[src/rtl/i2c_slave_rx.sv]
// Write-only I2C target receiver: synchronises SCL/SDA, tracks START/STOP, matches a 7-bit
// address, ACKs via open-drain enable and hands received bytes out on a valid/ready port.
`timescale 1ns/1ps
module i2c_slave_rx #(
  parameter logic [6:0] ADDR = 7'h50
) (
  input  logic       clk,
  input  logic       reset,
  input  logic       i2c_scl,
  input  logic       i2c_sda,
  output logic       sda_oe,
  output logic [7:0] rx_data,
  output logic       rx_valid,
  input  logic       rx_ready,
  output logic       addr_hit,
  output logic       stop_seen,
  output logic       rx_overrun,
  output logic       busy
);

  typedef enum logic [2:0] {
    StIdle,
    StAddr,
    StAddrAck,
    StData,
    StDataAck,
    StIgnore
  } state_e;

  logic       r_scl_s1, r_scl_s2, r_scl_h;
  logic       r_sda_s1, r_sda_s2, r_sda_h;
  state_e     r_state;
  logic [2:0] r_bit_cnt;
  logic [7:0] r_shift;
  logic       r_ack;
  logic       r_ack_phase;
  logic       r_sda_oe;
  logic [7:0] r_rx_data;
  logic       r_rx_valid;
  logic       r_addr_hit;
  logic       r_stop_seen;
  logic       r_rx_overrun;
  logic       r_busy;

  logic       w_scl_rise, w_scl_fall, w_start, w_stop, w_take;
  logic [7:0] w_byte;

  // Synchronisers reset to 1 so an idle bus produces no spurious edges.
  always_ff @(posedge clk or negedge reset) begin
    if (!reset) begin
      r_scl_s1 <= 1'b1;
      r_scl_s2 <= 1'b1;
      r_scl_h  <= 1'b1;
      r_sda_s1 <= 1'b1;
      r_sda_s2 <= 1'b1;
      r_sda_h  <= 1'b1;
    end else begin
      r_scl_s1 <= i2c_scl;
      r_scl_s2 <= r_scl_s1;
      r_scl_h  <= r_scl_s2;
      r_sda_s1 <= i2c_sda;
      r_sda_s2 <= r_sda_s1;
      r_sda_h  <= r_sda_s2;
    end
  end

  assign w_scl_rise = r_scl_s2 & ~r_scl_h;
  assign w_scl_fall = ~r_scl_s2 & r_scl_h;
  assign w_start    = r_scl_s2 & r_scl_h & r_sda_h & ~r_sda_s2;
  assign w_stop     = r_scl_s2 & r_scl_h & ~r_sda_h & r_sda_s2;
  assign w_byte     = {r_shift[6:0], r_sda_s2};
  assign w_take     = r_rx_valid & rx_ready;

  always_ff @(posedge clk or negedge reset) begin
    if (!reset) begin
      r_state      <= StIdle;
      r_bit_cnt    <= 3'd0;
      r_shift      <= 8'h00;
      r_ack        <= 1'b0;
      r_ack_phase  <= 1'b0;
      r_sda_oe     <= 1'b0;
      r_rx_data    <= 8'h00;
      r_rx_valid   <= 1'b0;
      r_addr_hit   <= 1'b0;
      r_stop_seen  <= 1'b0;
      r_rx_overrun <= 1'b0;
      r_busy       <= 1'b0;
    end else begin
      r_stop_seen  <= 1'b0;
      r_rx_overrun <= 1'b0;
      if (w_take) r_rx_valid <= 1'b0;

      if (w_start) begin
        r_state    <= StAddr;
        r_bit_cnt  <= 3'd0;
        r_sda_oe   <= 1'b0;
        r_addr_hit <= 1'b0;
        r_busy     <= 1'b1;
      end else if (w_stop) begin
        r_state     <= StIdle;
        r_sda_oe    <= 1'b0;
        r_addr_hit  <= 1'b0;
        r_busy      <= 1'b0;
        r_stop_seen <= 1'b1;
      end else begin
        unique case (r_state)
          StIdle, StIgnore: ;
          StAddr: begin
            if (w_scl_rise) begin
              r_shift   <= w_byte;
              r_bit_cnt <= r_bit_cnt + 3'd1;
              if (r_bit_cnt == 3'd7) begin
                r_ack       <= (w_byte[7:1] == ADDR) && !w_byte[0];
                r_ack_phase <= 1'b0;
                r_state     <= StAddrAck;
              end
            end
          end
          StData: begin
            if (w_scl_rise) begin
              r_shift   <= w_byte;
              r_bit_cnt <= r_bit_cnt + 3'd1;
              if (r_bit_cnt == 3'd7) begin
                r_ack_phase <= 1'b0;
                r_state     <= StDataAck;
                // A byte consumed on this same edge frees the slot for the new one.
                if (!r_rx_valid || rx_ready) begin
                  r_rx_data  <= w_byte;
                  r_rx_valid <= 1'b1;
                  r_ack      <= 1'b1;
                end else begin
                  r_rx_overrun <= 1'b1;
                  r_ack        <= 1'b0;
                end
              end
            end
          end
          StAddrAck: begin
            if (w_scl_fall) begin
              if (!r_ack_phase) begin
                r_ack_phase <= 1'b1;
                r_sda_oe    <= r_ack;
                r_addr_hit  <= r_ack;
              end else begin
                r_sda_oe  <= 1'b0;
                r_bit_cnt <= 3'd0;
                r_state   <= r_ack ? StData : StIgnore;
              end
            end
          end
          StDataAck: begin
            if (w_scl_fall) begin
              if (!r_ack_phase) begin
                r_ack_phase <= 1'b1;
                r_sda_oe    <= r_ack;
              end else begin
                r_sda_oe  <= 1'b0;
                r_bit_cnt <= 3'd0;
                r_state   <= StData;
              end
            end
          end
          default: r_state <= StIdle;
        endcase
      end
    end
  end

  assign sda_oe     = r_sda_oe;
  assign rx_data    = r_rx_data;
  assign rx_valid   = r_rx_valid;
  assign addr_hit   = r_addr_hit;
  assign stop_seen  = r_stop_seen;
  assign rx_overrun = r_rx_overrun;
  assign busy       = r_busy;

endmodule
[config.mk]
export PLATFORM = sky130hd
export DESIGN_NAME = i2c_slave_rx
export DESIGN_NICKNAME = d
export VERILOG_FILES = /design/src/rtl/i2c_slave_rx.sv
export SDC_FILE = /design/constraint.sdc
export NUM_CORES = 1
export LEC_CHECK = 0
export CAP_MARGIN = 40
export CORE_MARGIN = 5
export CORE_UTILIZATION = 41
export DETAILED_ROUTE_END_ITERATION = 8
export GPL_ROUTABILITY_DRIVEN = 0
export PLACE_DENSITY = 0.64
export SLEW_MARGIN = 20
export SYNTH_ARGS = -nofsm -noshare
export SYNTH_HDL_FRONTEND = slang
export SYNTH_SLANG_ARGS = --single-unit
export TNS_END_PERCENT = 20
[constraint.sdc]
create_clock -name clk -period 2.03 [get_ports clk]
set_input_delay 0.609 -clock clk [delete_from_list [all_inputs] [get_ports clk]]
set_output_delay 0.609 -clock clk [all_outputs]
set_load 0.05 [all_outputs]
# Yosys cells after proc, flatten, opt, wreduce, memory -nomap -nowiden
# Index checks and enable logic that the tools add are counted.
# op_classes
add_sub_neg	1
eq_ne	28
muxes	55
bitwise	14
n_reduce_logical	23
# op_table
op	count
two-way mux 3 bit	16
two-way mux 1 bit	35
!= test 4 bit (second input constant)	8
one-hot mux 3 bit (5 select lines)	1
!= test 3 x 1 -> 1 bit (second input constant)	4
AND reduction 6 bit	2
nonzero test 3 bit	4
!= test 2 bit (second input constant)	5
equality test 3 bit (second input constant)	3
AND reduction 9 bit	1
bitwise AND 1 bit	8
equality test 7 bit (second input constant)	1
AND reduction 7 bit	1
equality test 3 x 2 -> 1 bit (second input constant)	2
!= test 2 x 1 -> 1 bit (second input constant)	3
NOT 1 bit	6
one-hot mux 3 bit (2 select lines)	1
nonzero test 2 bit	3
OR reduction 2 bit	3
AND reduction 5 bit	1
one-hot mux 1 bit (2 select lines)	2
AND reduction 4 bit	1
adder 3 x 1 -> 3 bit (second input constant)	1
equality test 3 x 1 -> 1 bit (second input constant)	1
7 further kinds	8
# word_totals
regBits	35
input_bits	5
out_inout_bits	14

# Longest topological paths before layout
# depth
depth_word	8
depth_mapped	6
depth_no_buf	6

# Least setup slack after synthesis
# Ideal clock, no wire load.
# synth_timing
kind	reg-to-reg
from	register r_bit_cnt[0]
to	register r_rx_data[0], in the netlist rx_data[0]
setup_ps	125
t_arrival_ps	1648
slack_ps	258
path_stages_with_launch	7
path_buffers	0
synth_period_minus_slack_ps	1772
cell_sequence	dfrtp_1 -> ha_1 -> ha_1 -> nand2_1 -> or3_4 -> nor2_8 -> mux2_2
# synth_between
elab_chain_len	2
# synth_rtl
element	line_no	source
start, declared	33	logic [2:0] r_bit_cnt;
start signal, assigned	111	r_bit_cnt <= r_bit_cnt + 3'd1;
start signal, assigned	122	r_bit_cnt <= r_bit_cnt + 3'd1;
equality test 3 bit	123	if (r_bit_cnt == 3'd7) begin
AND reduction 6 bit (no line)	--	
end signal, assigned	128	r_rx_data <= w_byte;
end, declared	38	logic [7:0] r_rx_data;
# No other way between the ends.
# A chain may end at the register's enable or synchronous reset.

# Final worst setup path
# Ends and elaborated chain as after synthesis.

==> impl_metrics.csv <==
group,metric,value,unit
outcome,outcome,"finished, final reports clean",
placement,dp_hpwl,2010,um
timing,period_minus_slack,1.93,ns
final_layout,nNetsFinal,166,
cts,clock_path_buffers,2,
logic_synthesis,synth.cell_area,0.00154,mm2
power,vdd_ir_drop_max,508,uV
grt,grtUsageTotal,12.5,%
final_layout,final_core_util,50.4,%
die,dieArea,0.00507,mm2
final_layout,synthToLayoutAreaGrowth,19.2,%
logic_synthesis,ys.flop_type,"dfrtp_1",
worst_setup_path,worstPathRequired,2.19,ns
logic_synthesis,ys_seq_area_share,57.5,%
final_layout,seqCellArea,883,um2
cts,cts_setup_buffers,0,
placement,port_buffers,18,
die,die_w,71.2,um
cts,h-tree-depth,2,
worst_setup_path,start_kind,"flip-flop",
die,die_y,71.2,um
grt,grt_pass1_wl,5020,um
logic_synthesis,ys_seq_elements,35,
die,core-area,0.00363,mm2
drt,top_layer_used,"met4",
drt,drtIter0Drc,51,
drt,totalWireLength,2840,um
cts,clk_latency,0.27,ns
drt,wl_per_cell,13.6,um
cts,cts_resized,0,
final_layout,antennaDiodeCount,0,
final_layout,multiInputGateArea,626,um2
drt,m1WireLength,1280,um
cts,cts_tree,"yes",
drt,wl_met3,107,um
cts,cts-root-buf,"clkbuf_8",
grt,antenna_found_initial,0,
cts,clk_pin_slew,0.06,ns
worst_setup_path,crit_arrival,2.08,ns
die,rows,22,
timing,worst_pin_slew,0.434,ns
logic_synthesis,avgSynthCellArea,11.5,um2
timing,slew_viol_final,0,
timing,max_freq,519,MHz
logic_synthesis,ys_types,37,
grt,overflow,0,
worst_setup_path,critPathCaptureType,"flip-flop",
timing,hold_viol_final,0,
worst_setup_path,worstSetupPathType,"flip-flop to flip-flop",
power,power.density,738,mW/mm2
timing,setup_viol,0,
die,io_pins,19,
placement,placed_cells_incl_taps,200,
final_layout,fillers,345,
worst_setup_path,crit_fanout,8,
logic_synthesis,synth_nets,141,
cts,cts_buffers,5,
drt,antenna_left,0,
drt,vias,1069,
final_layout,final_cells,208,
final_layout,drive_gt1_share,27.5,%
drt,avgViaCountPerCell,5.14,
timing,rsz0062_at_grt,"false",
die,start_util,42.3,%
timing,relSlewSlack,71.1,%
timing,tns,0,ns
run,max-cap-violations,0,
hold_path,hold_class,"flip-flop to flip-flop",
drt,wl_met2,1430,um
logic_synthesis,synth_edf_count,0,
drt,drc,0,
grt,grt_max_degree,36,
cts,cts_sinks,35,
logic_synthesis,syn_inst,134,
drt,dr.pass1.iters,4,
power,leakagePower,0.000855,uW
logic_synthesis,yosysWarnings,0,
grt,grt_pass1_vias,1076,
timing,fin_skew,0.00439,ns
logic_synthesis,synth_async_sr_flop_share,100,%
timing,fin_crit_sh,94.9,%
cts,cts_hold_buffers,0,
-- power breakdown --
group,internal [uW],switching (uW)
clock,244,222
sequential,739,35.5
combinational,44.6,68.0
total,1030,326
-- path summary, 6_finish.rpt --
kind / startpoint / end / slack, ns / cells after the start
worst max-delay path: r_bit_cnt[0]$_DFFE_PN0P_ / rx_data[0]$_DFFE_PN0P_ / 0.10 / 6
worst min-delay path: r_sda_s1$_DFF_PN1_ / r_sda_s2$_DFF_PN1_ / 0.36 / 0
worst max register to register: r_bit_cnt[0]$_DFFE_PN0P_ / rx_data[0]$_DFFE_PN0P_ / 0.10 / 6
worst min register to register: r_sda_s1$_DFF_PN1_ / r_sda_s2$_DFF_PN1_ / 0.36 / 0
max in group asynchronous: reset / r_sda_h$_DFF_PN1_ / 0.95 / 2
min in group asynchronous: reset / r_state[0]$_DFFE_PN0P_ / 0.74 / 2
-- Yosys cell counts (2+ instances only) --
| master | count | area (um2) |
|---|---|---|
| nor3_1 | 2 | 10.0 |
| or2b_1 | 2 | 15.0 |
| nor2_1 | 6 | 22.5 |
| ha_1 | 2 | 25.0 |
| a31oi_1 | 3 | 18.8 |
| inv_1 | 4 | 15.0 |
| nor4bb_1 | 2 | 20.0 |
| nand3b_1 | 3 | 22.5 |
| dfrtp_1 | 29 | 726 |
| a21o_1 | 2 | 15.0 |
| buf_2 | 2 | 10.0 |
| mux2_2 | 8 | 90.1 |
| o21ai_0 | 3 | 15.0 |
| dfstp_2 | 6 | 158 |
| a21oi_1 | 5 | 25.0 |
| nand2b_1 | 2 | 12.5 |
| mux2i_1 | 3 | 30.0 |
| nand2_1 | 31 | 116 |
-- per-stage QoR --
| step | hold WS (ns) | worst slack (ns) | total power (uW) | cell area [um2] |
|---|---|---|---|---|
| 6_report | 0.356 | 0.103 | 1350 | 1830 |
| 5_1_grt | 0.365 | 0.0134 | 1430 | 1830 |
| 4_1_cts | 0.358 | 0.0720 | 1370 | 1830 |
| 3_5_place_dp | 0.348 | 0.0506 | 901 | 1750 |
| 3_3_place_gp | 0.345 | 0.0738 | 894 | 1750 |
| 2_1_floorplan | 0.313 | 0.258 | 850 | 1540 |
-- state kept, by name, indices dropped and copies added (netlist names), 3 cells and up --
signal     flops
r_bit_cnt      3
r_state        3
r_shift        7
rx_data        8
-- layout by cell type, fill, tap and decap left out, types with 3 or more instances in the layout --
master and count:
dfstp_2 6, a31oi_1 3, dfrtp_1 29, mux2_2 8, o21ai_0 3, clkbuf_1 3
buf_4 17, clkbuf_8 5, a21oi_1 5, mux2i_1 3, nand2_1 31, inv_1 4
nor2_1 6, nand3b_1 3, clkdlybuf4s50_1 4
-- logic make-up (layout without fill, tap and decap cells) --
kind of cell               Yosys count  in the layout  synth area share (%)
muxes                               11             11                  7.82
DFF                                 35             35                  57.5
and+or+nand+nor                     58             58                  20.8
adders and majority gates            2              2                  1.63
xor gates and xnor gates             1              1                 0.570
buffers and inverters                7             33                  1.95
AOI/OAI and AO/OA                   20             20                  9.69
-- cell type report --
| class | instances | share of cell area (%) |
|---|---|---|
| Clock buffer | 8 | 4.37 |
| Sequential cell | 35 | 48.2 |
| Tap cell | 48 | 3.28 |
| Multi-Input combinational cell | 92 | 34.2 |
| Inverter | 4 | 0.820 |
| Timing Repair Buffer | 21 | 9.15 |
-- critical path, stage by stage (launching register included) --
cell     delay (ns)
dfrtp_1        0.38
ha_1           0.18
ha_2           0.21
nand2_1        0.08
or3_4          0.42
nor2_8         0.19
mux2_2         0.35
-- layer usage --
metal	GRT usage, %	up-vias
met1	16.4	526
met4	4.38	0
met3	3.79	2
li1	-	517
met5	0	-
met2	19.7	24
(Power assumes the default switching activity.)
